[src/rtl/cellrv32_package.sv]
// Shared types and default constants for the cellTRNG sampler slice.
package cellrv32_package;

  typedef enum logic [1:0] {
    S_IDLE,
    S_WARMUP,
    S_RUN
  } trng_smp_state_t;

  localparam int unsigned CELLTRNG_NUM_CELLS_C   = 3;
  localparam int unsigned CELLTRNG_OUT_WIDTH_C   = 8;
  localparam int unsigned CELLTRNG_SYNC_STAGES_C = 2;

endpackage

[src/rtl/cell_trng_debias.sv]
// von Neumann pair extractor: (a,b) with a!=b yields a, equal pairs are dropped.
// Compiled only when CELLTRNG_VN_DEBIAS_EN is defined.
`ifdef CELLTRNG_VN_DEBIAS_EN
module cell_trng_debias (
  input  logic clk_i,
  input  logic rstn_i,
  input  logic clr_i,
  input  logic bit_i,
  input  logic bit_valid_i,
  output logic bit_o,
  output logic bit_valid_o
);

  logic phase_q, phase_d;
  logic a_q, a_d;

  // phase_q=1 means the first bit of the pair is held in a_q
  always_comb begin
    phase_d = phase_q;
    a_d     = a_q;
    if (clr_i) begin
      phase_d = 1'b0;
      a_d     = 1'b0;
    end else if (bit_valid_i) begin
      if (!phase_q) begin
        a_d     = bit_i;
        phase_d = 1'b1;
      end else begin
        phase_d = 1'b0;
      end
    end
  end

  always_ff @(posedge clk_i or negedge rstn_i) begin
    if (!rstn_i) begin
      phase_q <= 1'b0;
      a_q     <= 1'b0;
    end else begin
      phase_q <= phase_d;
      a_q     <= a_d;
    end
  end

  assign bit_o       = a_q;
  assign bit_valid_o = bit_valid_i && !clr_i && phase_q && (a_q != bit_i);

endmodule
`endif

[src/rtl/cell_trng_sampler.sv]
// cellTRNG sampler: cell enable/select control, XOR + synchroniser, packer, valid/ready holding register.
// Optional von Neumann de-biasing is enabled by defining CELLTRNG_VN_DEBIAS_EN.
module cell_trng_sampler
  import cellrv32_package::*;
#(
  parameter int unsigned NUM_CELLS   = CELLTRNG_NUM_CELLS_C,
  parameter int unsigned OUT_WIDTH   = CELLTRNG_OUT_WIDTH_C,
  parameter int unsigned SYNC_STAGES = CELLTRNG_SYNC_STAGES_C
) (
  input  logic                 clk_i,
  input  logic                 rstn_i,
  input  logic                 enable_i,
  input  logic [NUM_CELLS-1:0] cell_data_i,
  input  logic                 cell_en_last_i,
  output logic                 cell_en_o,
  output logic [NUM_CELLS-1:0] cell_sel_o,
  output logic [OUT_WIDTH-1:0] data_o,
  output logic                 valid_o,
  input  logic                 ready_i
);

  localparam int unsigned CNT_W  = $clog2(OUT_WIDTH);
  localparam int unsigned FILL_W = $clog2(SYNC_STAGES + 1);

  localparam logic [CNT_W-1:0]  CNT_LAST  = CNT_W'(OUT_WIDTH - 1);
  localparam logic [FILL_W-1:0] FILL_DONE = FILL_W'(SYNC_STAGES);

  trng_smp_state_t        state_q, state_d;
  logic                   cell_en_q, cell_en_d;
  logic [NUM_CELLS-1:0]   sel_q, sel_d;
  logic [SYNC_STAGES-1:0] sync_q, sync_d;
  logic [FILL_W-1:0]      fill_q, fill_d;
  logic [OUT_WIDTH-2:0]   sreg_q, sreg_d;
  logic [CNT_W-1:0]       cnt_q, cnt_d;
  logic [OUT_WIDTH-1:0]   data_q, data_d;
  logic                   valid_q, valid_d;

  logic                 smp_bit_c, smp_valid_c;
  logic                 acc_bit_c, acc_valid_c;
  logic [OUT_WIDTH-1:0] word_c;

  assign smp_bit_c   = sync_q[SYNC_STAGES-1];
  assign smp_valid_c = enable_i && (state_q == S_RUN) && (fill_q == FILL_DONE);

`ifdef CELLTRNG_VN_DEBIAS_EN
  logic vn_clr_c;
  assign vn_clr_c = !enable_i || (state_q != S_RUN);

  cell_trng_debias u_debias (
    .clk_i       (clk_i),
    .rstn_i      (rstn_i),
    .clr_i       (vn_clr_c),
    .bit_i       (smp_bit_c),
    .bit_valid_i (smp_valid_c),
    .bit_o       (acc_bit_c),
    .bit_valid_o (acc_valid_c)
  );
`else
  assign acc_bit_c   = smp_bit_c;
  assign acc_valid_c = smp_valid_c;
`endif

  // Oldest collected bit ends up in the MSB of the word
  assign word_c = {sreg_q, acc_bit_c};

  always_comb begin
    state_d = state_q;
    sel_d   = sel_q;
    sync_d  = {sync_q[SYNC_STAGES-2:0], ^cell_data_i};
    fill_d  = fill_q;
    sreg_d  = sreg_q;
    cnt_d   = cnt_q;
    data_d  = data_q;
    valid_d = valid_q;

    if (valid_q && ready_i) begin
      valid_d = 1'b0;
    end

    unique case (state_q)
      S_IDLE: begin
        sel_d   = '0;
        fill_d  = '0;
        sreg_d  = '0;
        cnt_d   = '0;
        valid_d = 1'b0;
        if (enable_i) begin
          state_d = S_WARMUP;
        end
      end
      S_WARMUP: begin
        fill_d = '0;
        if (cell_en_last_i) begin
          state_d = S_RUN;
        end
      end
      S_RUN: begin
        // Flush bits captured before the chain was running
        if (fill_q != FILL_DONE) begin
          fill_d = fill_q + FILL_W'(1);
        end
        // A full, unaccepted holding register drops incoming bits
        if (acc_valid_c && !(valid_q && !ready_i)) begin
          sreg_d = word_c[OUT_WIDTH-2:0];
          if (cnt_q == CNT_LAST) begin
            data_d  = word_c;
            valid_d = 1'b1;
            cnt_d   = '0;
            sel_d   = sel_q + NUM_CELLS'(1);
          end else begin
            cnt_d = cnt_q + CNT_W'(1);
          end
        end
      end
      default: state_d = S_IDLE;
    endcase

    if (!enable_i) begin
      state_d = S_IDLE;
      sel_d   = '0;
      fill_d  = '0;
      sreg_d  = '0;
      cnt_d   = '0;
      valid_d = 1'b0;
    end

    cell_en_d = (state_d != S_IDLE);
  end

  always_ff @(posedge clk_i or negedge rstn_i) begin
    if (!rstn_i) begin
      state_q   <= S_IDLE;
      cell_en_q <= 1'b0;
      sel_q     <= '0;
      sync_q    <= '0;
      fill_q    <= '0;
      sreg_q    <= '0;
      cnt_q     <= '0;
      data_q    <= '0;
      valid_q   <= 1'b0;
    end else begin
      state_q   <= state_d;
      cell_en_q <= cell_en_d;
      sel_q     <= sel_d;
      sync_q    <= sync_d;
      fill_q    <= fill_d;
      sreg_q    <= sreg_d;
      cnt_q     <= cnt_d;
      data_q    <= data_d;
      valid_q   <= valid_d;
    end
  end

  assign cell_en_o  = cell_en_q;
  assign cell_sel_o = sel_q;
  assign data_o     = data_q;
  assign valid_o    = valid_q;

endmodule
[config.mk]
export PLATFORM = sky130hd
export DESIGN_NAME = cell_trng_sampler
export DESIGN_NICKNAME = d
export VERILOG_FILES = /design/src/rtl/cellrv32_package.sv /design/src/rtl/cell_trng_debias.sv /design/src/rtl/cell_trng_sampler.sv
export SDC_FILE = /design/constraint.sdc
export NUM_CORES = 1
export LEC_CHECK = 0
export BUFFER_PORTS_ARGS = -buffer_cell sky130_fd_sc_hd__clkbuf_2
export CAP_MARGIN = 20
export CELL_PAD_IN_SITES_DETAIL_PLACEMENT = 2
export CELL_PAD_IN_SITES_GLOBAL_PLACEMENT = 2
export CORE_MARGIN = 4
export CORE_UTILIZATION = 39
export DETAILED_ROUTE_END_ITERATION = 10
export GPL_ROUTABILITY_DRIVEN = 0
export GPL_TIMING_DRIVEN = 0
export PLACE_DENSITY_LB_ADDON = 0.12
export SLEW_MARGIN = 25
export SYNTH_ARGS = -nofsm -noshare
export SYNTH_HDL_FRONTEND = slang
export SYNTH_HIERARCHICAL = 1
export SYNTH_SLANG_ARGS = --single-unit
[constraint.sdc]
create_clock -name clk_i -period 4.77 [get_ports clk_i]
set_clock_uncertainty 0.1 [all_clocks]
set_input_delay 0.477 -clock clk_i [delete_from_list [all_inputs] [get_ports clk_i]]
set_output_delay 0.477 -clock clk_i [all_outputs]
set_load 0.1 [all_outputs]
### Yosys cells after proc, flatten, opt, wreduce, memory -nomap -nowiden

Cells that the tools add are included.

| word-level totals | value |
|---|---|
| word-level logic and storage cells | 59 |
| output and inout port bits | 13 |
| input bits | 8 |
| flip-flop bits (word level) | 29 |

| operators by class | value |
|---|---|
| reduce and logical (&&, ||, !) cells | 15 |
| add/sub/neg operators | 3 |
| equality and inequality tests | 10 |
| mux-type cells | 22 |

Operators with widths:

| cell | number |
|---|---|
| $mux 3 | 6 |
| $mux 7 | 2 |
| $pmux 7 s2 | 1 |
| $ne 3x2->1 const B | 4 |
| $pmux 3 s2 | 2 |
| $mux 2 | 4 |
| $add 3x1->3 const B | 2 |
| $pmux 2 s3 | 1 |
| $reduce_and 3->1 | 2 |
| $logic_and 1x1->1 | 5 |
| $eq 2x2->1 const B | 2 |
| $mux 1 | 4 |
| $pmux 2 s2 | 1 |
| $reduce_and 2->1 | 2 |
| $eq 3x3->1 const B | 1 |
| $ne 3x1->1 const B | 1 |
| $reduce_xor 3->1 | 1 |
| $add 2x1->2 const B | 1 |
| $eq 2x1->1 const B | 1 |
| $logic_not 1->1 | 2 |
| $logic_not 2->1 | 1 |
| $ne 2x2->1 const B | 1 |
| $pmux 1 s2 | 1 |
| $reduce_bool 2->1 | 1 |
| $reduce_or 2->1 | 1 |

### Logic depth before layout (Yosys ltp)

Gate-level depths: netlist of the first run.

| depth | value |
|---|---|
| depth in word-level cells | 7 |
| gate-level depth with buffers | 6 |
| depth with buffers taken out | 5 |

### Least setup slack after synthesis of the first run

No wires, ideal clock.

| timing | value |
|---|---|
| path kind | reg2reg |
| start point | register valid_q (netlist: valid_o) |
| end point | register data_q[0] (netlist: data_o[0]) |
| required time | 4.545 ns |
| clock period less this slack | 2.139 ns |
| data arrival time | 1.914 ns |
| cell stages (with the launch flop) | 4 |
| setup slack | 2.631 ns |
| library setup time | 0.125 ns |
| buffers on the path | 0 |
| cell sequence | dfrtp_1 nor2b_1 nor4_4 mux2_2 |

| between the ends | value |
|---|---|
| word-level cells in the longest chain between the ends | 4 |

Ends and longest elaborated chain:

| what | RTL line | RTL |
|---|---|---|
| from (decl) | cell_trng_sampler.sv:36 | `logic valid_q, valid_d;` |
| from (signal assigned) | cell_trng_sampler.sv:150 | `valid_q <= valid_d;` |
| $logic_and 1x1->1 | cell_trng_sampler.sv:103 | `if (acc_valid_c && !(valid_q && !ready_i)) begin` |
| $logic_not 1->1 | cell_trng_sampler.sv:103 |  |
| $logic_and 1x1->1 | cell_trng_sampler.sv:103 |  |
| $reduce_and 3->1 (no source line) | n/a |  |
| to (signal assigned) | cell_trng_sampler.sv:149 | `data_q <= data_d;` |
| to (decl) | cell_trng_sampler.sv:35 | `logic [OUT_WIDTH-1:0] data_q, data_d;` |

No other way between the ends.
A chain may end at the register's enable or synchronous reset.

### Worst setup path in the final report of the first run

| timing | value |
|---|---|
| start point | register cnt_q[0] |
| end point | register data_q[7] (netlist: data_o[7]) |

| between the ends | value |
|---|---|
| word-level cells in the longest chain between the ends | 2 |

Ends and longest elaborated chain:

| what | RTL line | RTL |
|---|---|---|
| from (decl) | cell_trng_sampler.sv:34 | `logic [CNT_W-1:0] cnt_q, cnt_d;` |
| from (signal assigned) | cell_trng_sampler.sv:148 | `cnt_q <= cnt_d;` |
| $eq 3x3->1 | cell_trng_sampler.sv:105 | `if (cnt_q == CNT_LAST) begin` |
| $reduce_and 3->1 (no source line) | n/a |  |

No other way between the ends.

==> flow_summary.toml, run 1 <==
[timing]
worstMarginPinSlew_ps = 731.1
drv_slew = 0
relSlewSlack_pct = 51.26
period_needed_ps = 2189
holdWs_ps = 94.99
setup_violations = 0
max_freq_mhz = 456.8
setup-tns-final_ps = 0
hold_viol = 0
setup_slack_ps = 2581
rsz0062_at_grt = "no"
timing.final.crit_share_pct = 45.89

[global_route]
grt_pass1_vias = 1037
antenna_found_initial = 0
grt_usage_pct = 15.51
grt_start_max_net_pins = 30
grt-ovfl-total = 0
grt_pass1_wl_um = 4961

[logic_synthesis]
yosysTopAreaCell = "dfrtp_1"
synth-xor-area-share_pct = 1.346
postSynthCellCount = 103
synth-compound-area-share_pct = 13.46
synth_edf_count = 0
yosys.area_share.adder_pct = 3.846
synthMuxAreaShare_pct = 9.519
async_reset_ff_share_pct = 100.0
yosysUniqueCellTypes = 33
yosys_warnings = 6
syn_avg_cell_area_sq_um = 12.63
synth_top_family_by_area = "compound AO/OA/AOI/OAI gates"
seq_area_frac_synth_pct = 55.77
syn-num-nets = 115
synth_area_leaders = "dfrtp_1, mux2_2, a22o_1"
synthSimpleGateAreaFrac_pct = 12.21
synth_area_sq_um = 1301
synth-seq-cells = 29
synth_ff_type = "dfrtp_1"
yosysTopAreaCellShare_pct = 55.77

[cells_and_area]
area_growth_pct = 18.46
antenna-diode-count = 0
fin_util_pct = 49.28
nets = 142
drive_gt1_share_pct = 32.82

[pwr]
p_leak_nw = 0.7439
fin_total_pwr_uw = 498.2
power_density_nw_per_um2 = 323.2
max-vdd-ir-drop_uv = 157.4

[setup_path]
path_class = "reg -> reg"
crit_family = "simple AND/OR/NAND/NOR gates"
worst-r2r-cell-count = 5
crit_slowest_cell = "nor4_4"
worst-endpoint-required_ps = 4880
rrSetupSlack_ps = 2580
r2r_end = "data_o[7]$_DFFE_PN0P_"
path_buf_inv = 0
cp.arrival_ps = 2300
cpMostUsedCell = "ha_1"
critPathMaxStageDelay_ps = 580
cp-start-kind = "flop"
crit_path_cell_trace = "ha_1 -> ha_1 -> nand2_1 -> nor4_4 -> mux2_2"
crit_path_end_kind = "flop"
r2r-start = "cnt_q[0]$_DFFE_PN0P_"
cp_max_fo = 8

[clock_network]
postCtsHoldBufs = 0
htree_num_levels = 2
clkLatencyLatePin_ps = 320
cts_buffer_depth = 2
post-cts-setup-buffer-count = 0
cts_root_buf = "clkbuf_4"
clk_pin_slew_ps = 90
cts_tree = "done"
cts_made_buffers = 5
numClockSinks = 29
cts_resized = 0

[floorplan]
dieArea_sq_um = 4324
core_region_area_sq_um = 3128
start_util_pct = 41.60
dieWidth_um = 65.76
rows = 20
pin_count = 21
die_h_um = 65.76

[drt]
drc = 0
drt_iter0_drc = 42
routed_wl_um = 2879
vias_per_cell = 5.366
wl_per_cell_um = 16.45
postRouteAntennaNets = 0
dr.pass1.iters = 3
vias = 939

[worst_hold_path]
worstHoldPathType = "in -> async"

[job]
maxCapViolCount = 0

[outcome]
outcome = "complete, no violations"

[placed_design]
port_buffers = 20
dp_hpwl_um = 2166
place_ws_ps = 2583
-- how the worst max path moves through the flow --
stage	startpoint	end	slack, ps	depth (start not counted)
floorplan	valid_o$_DFF_PN0_	data_o[0]$_DFFE_PN0P_	2630	3
global placement	cnt_q[0]$_DFFE_PN0P_	data_o[0]$_DFFE_PN0P_	2620	5
detailed placement	cnt_q[0]$_DFFE_PN0P_	data_o[7]$_DFFE_PN0P_	2580	5
CTS	cnt_q[0]$_DFFE_PN0P_	data_o[7]$_DFFE_PN0P_	2560	5
global route	cnt_q[0]$_DFFE_PN0P_	data_o[7]$_DFFE_PN0P_	2450	5
finish	cnt_q[0]$_DFFE_PN0P_	data_o[7]$_DFFE_PN0P_	2580	5
-- flip-flops by register name, summed over array words and instances (netlist names) --
register	count
cell_en_o	1
cell_sel_o	3
cnt_q	3
data_o	8
fill_q	2
sreg_q	7
state_q	2
sync_q	2
valid_o	1
-- logic make-up (layout without fill, tap and decap cells) --
kind of cell | after synthesis | after routing
AO/OA/AOI/OAI | 22 | 22
XOR/XNOR | 2 | 2
adder cells (fa/ha/maj) | 4 | 4
buffers and inverters | 10 | 38
flip-flops | 29 | 29
multiplexers | 11 | 11
AND/OR/NAND/NOR | 25 | 25
-- cell usage after synthesis (3+ instances only) --
cell,instances
dfrtp_1,29
mux2_2,11
a22o_1,6
inv_1,5
ha_1,4
nand2_1,4
a21oi_1,3
and3_1,3
nand3_1,3
nor2_1,3
o21ai_0,3
-- stage by stage --
| step | std cells | cell area [sq um] |
|---|---|---|
| after global placement | 167 | 1456 |
| after detailed placement | 167 | 1456 |
| after global routing | 175 | 1541 |
| after floorplan | 103 | 1301 |
| after CTS | 175 | 1541 |
| final | 175 | 1541 |
-- per-layer routing --
layer	global-route usage [%]	wire length [um]
met5	0	0
met4	6.218	51
met3	5.470	114
met2	26.78	1491
met1	17.21	1222
-- report_power, final --
part,total [mW],switching [mW],internal (mW)
Clock,0.211,0.0859,0.125
Sequential,0.254,0.00317,0.251
Combinational,0.0335,0.0233,0.0102
Total,0.498,0.112,0.386
-- layout make-up --
type,instances,area (sq um)
well taps,44,55.05
repair buffers,20,100.1
clock buffers,7,55.05
inverters,5,18.77
fillers,349,1587
plain buffers,5,31.28
clock inverters,1,30.03
flip-flops and latches,29,725.7
multi-input cells,64,525.5
-- layout by cell type, fill, tap and decap left out, drive strengths merged, types with 3 or more instances in the layout --
| master | count |
|---|---|
| mux2 | 11 |
| buf | 3 |
| and3 | 3 |
| a21oi | 3 |
| inv | 5 |
| clkbuf | 29 |
| a22o | 6 |
| dfrtp | 29 |
| nor2 | 3 |
| nand3 | 3 |
| nand2 | 4 |
| a31oi | 3 |
| ha | 4 |
| o21ai | 3 |
No activity file was read; power rests on OpenSTA's default activity.
==> run 2: changes to the inputs <==
--- a/config.mk
+++ b/config.mk
@@ -10,7 +10,7 @@
 export CELL_PAD_IN_SITES_DETAIL_PLACEMENT = 2
 export CELL_PAD_IN_SITES_GLOBAL_PLACEMENT = 2
 export CORE_MARGIN = 4
-export CORE_UTILIZATION = 39
+export CORE_UTILIZATION = 33
 export DETAILED_ROUTE_END_ITERATION = 10
 export GPL_ROUTABILITY_DRIVEN = 0
 export GPL_TIMING_DRIVEN = 0
==> constraint.sdc (replaced) <==
create_clock -name clk_i -period 2 [get_ports clk_i]
set_clock_uncertainty 0.1 [all_clocks]
set_input_delay 0.2 -clock clk_i [delete_from_list [all_inputs] [get_ports clk_i]]
set_output_delay 0.2 -clock clk_i [all_outputs]
set_load 0.1 [all_outputs]
==> flow_summary.toml, run 2 (same netlist as run 1, synthesis figures left out) <==
[drt]
vias_per_cell = 5.116
wl_per_cell_um = 16.49
routed_wl_um = 2985
dr.pass1.iters = 2
drt_iter0_drc = 42
drc = 0
postRouteAntennaNets = 0
vias = 926

[cells_and_area]
drive_gt1_share_pct = 36.84
final_common_cell = "dfrtp_1"
area_growth_pct = 23.27
antenna-diode-count = 0
nets = 144
fill_cells = 403
largest_reg_flops = 8
final_cell_mix = "dfrtp_1, clkbuf_2, mux2_2"

[setup_path]
critPathMaxStageDelay_ps = 440
r2r-start = "state_q[0]$_DFF_PN0_"
crit_path_end_kind = "flop"
path_buf_inv = 2
crit_family = "flip-flops"
rrSetupSlack_ps = 200
worst-endpoint-required_ps = 2060
cp-start-kind = "flop"
cp.arrival_ps = 1860
crit_path_cell_trace = "buf_2 -> inv_1 -> a31oi_4 -> mux2_2"
cp_max_fo = 10
path_class = "reg -> reg"
worst-r2r-cell-count = 4
r2r_end = "sreg_q[1]$_DFFE_PN0P_"
crit_slowest_cell = "dfrtp_1"

[pwr]
p_leak_nw = 0.7594
power_density_nw_per_um2 = 823.2
fin_total_pwr_mw = 1.320
max-vdd-ir-drop_uv = 505.4

[global_route]
antenna_found_initial = 0
grt_pass1_vias = 1060
grt-ovfl-total = 0
grt_start_max_net_pins = 30
grt_pass1_wl_um = 5285
grt_usage_pct = 13.64

[worst_hold_path]
whs_path_depth = 2
holdCritStartpoint = "cell_data_i[1]"
hold_end = "sync_q[0]$_DFF_PN0_"
worstHoldPathType = "in -> reg"

[floorplan]
dieWidth_um = 70.80
core_region_area_sq_um = 3744
die_h_um = 70.80
start_util_pct = 34.76
pin_count = 21
dieArea_sq_um = 5012
rows = 22

[timing]
setup_violations = 0
relSlewSlack_pct = 49.38
drv_slew = 0
hold_viol = 0
rsz0062_at_grt = "no"
setup-tns-final_ps = 0
worstMarginPinSlew_ps = 759.3
max_freq_mhz = 554.1
period_needed_ps = 1805
timing.final.crit_share_pct = 90.24

[clock_network]
cts_tree = "done"
cts_made_buffers = 5
clk_pin_slew_ps = 60
numClockSinks = 29
cts_buffer_depth = 2
htree_num_levels = 2
cts_root_buf = "clkbuf_8"
clkLatencyLatePin_ps = 280

[placed_design]
port_buffers = 20
dp_hpwl_um = 2100

[outcome]
outcome = "complete, no violations"

[job]
maxCapViolCount = 0
[run 2: repair_timing]
item	4_1_cts	5_1_grt
cloned	0	0
setup endpoints to repair	8	9
hold buffers	1	0
buffers inserted	1	0
hold endpoints to repair	29	0
pin swaps	1	0
gates resized for setup	0	2
[run 2: final cells by class]
type	instances	area (sq um)	share of cell area, %
Timing Repair Buffer	22	117.6	7.332
Tap cell	48	60.06	3.744
Clock buffer	7	86.33	5.382
Sequential cell	29	729.5	45.48
Inverter	5	18.77	1.170
Clock inverter	1	30.03	1.872
Multi-Input combinational cell	64	530.5	33.07
Buffer	5	31.28	1.950
[run 2: how the worst max path moves through the flow]
stage | end | slack, ps | startpoint | cells after the start
after floorplan | data_o[0]$_DFFE_PN0P_ | 70 | valid_o$_DFF_PN0_ | 3
after global placement | data_o[0]$_DFFE_PN0P_ | -120 | cnt_q[0]$_DFFE_PN0P_ | 5
after detailed placement | data_o[0]$_DFFE_PN0P_ | -160 | cnt_q[0]$_DFFE_PN0P_ | 5
after CTS | data_o[0]$_DFFE_PN0P_ | 80 | cnt_q[0]$_DFFE_PN0P_ | 6
after global routing | data_o[5]$_DFFE_PN0P_ | 50 | cnt_q[0]$_DFFE_PN0P_ | 6
final | sreg_q[1]$_DFFE_PN0P_ | 200 | state_q[0]$_DFF_PN0_ | 4
[run 2: metal layers]
layer | up-vias | wire (um) | global-route usage [%]
li1 | 434 | - | -
met1 | 473 | 1293 | 16.86
met2 | 15 | 1553 | 22.04
met3 | 4 | 109 | 4.545
met4 | 0 | 28 | 5.219
met5 | - | 0 | 0
[run 2: where the power goes]
part	internal, mW	switching, mW	leakage, nW
clock	0.406	0.226	0.0585
combinational	0.0257	0.0570	0.310
sequential	0.598	0.00742	0.391
[run 2: through the flow]
stage	instances	utilization (%)	hold WS [ps]	area, sq um	worst slack [ps]
2_1_floorplan	103	-	-195.6	1305	71.36
3_3_place_gp	171	39.14	186.3	1465	-117.5
3_5_place_dp	171	39.14	204.2	1465	-156.0
4_1_cts	181	42.71	4.491	1599	81.01
5_1_grt	181	42.85	2.383	1604	51.29
6_report	181	42.85	9.019	1604	195.2
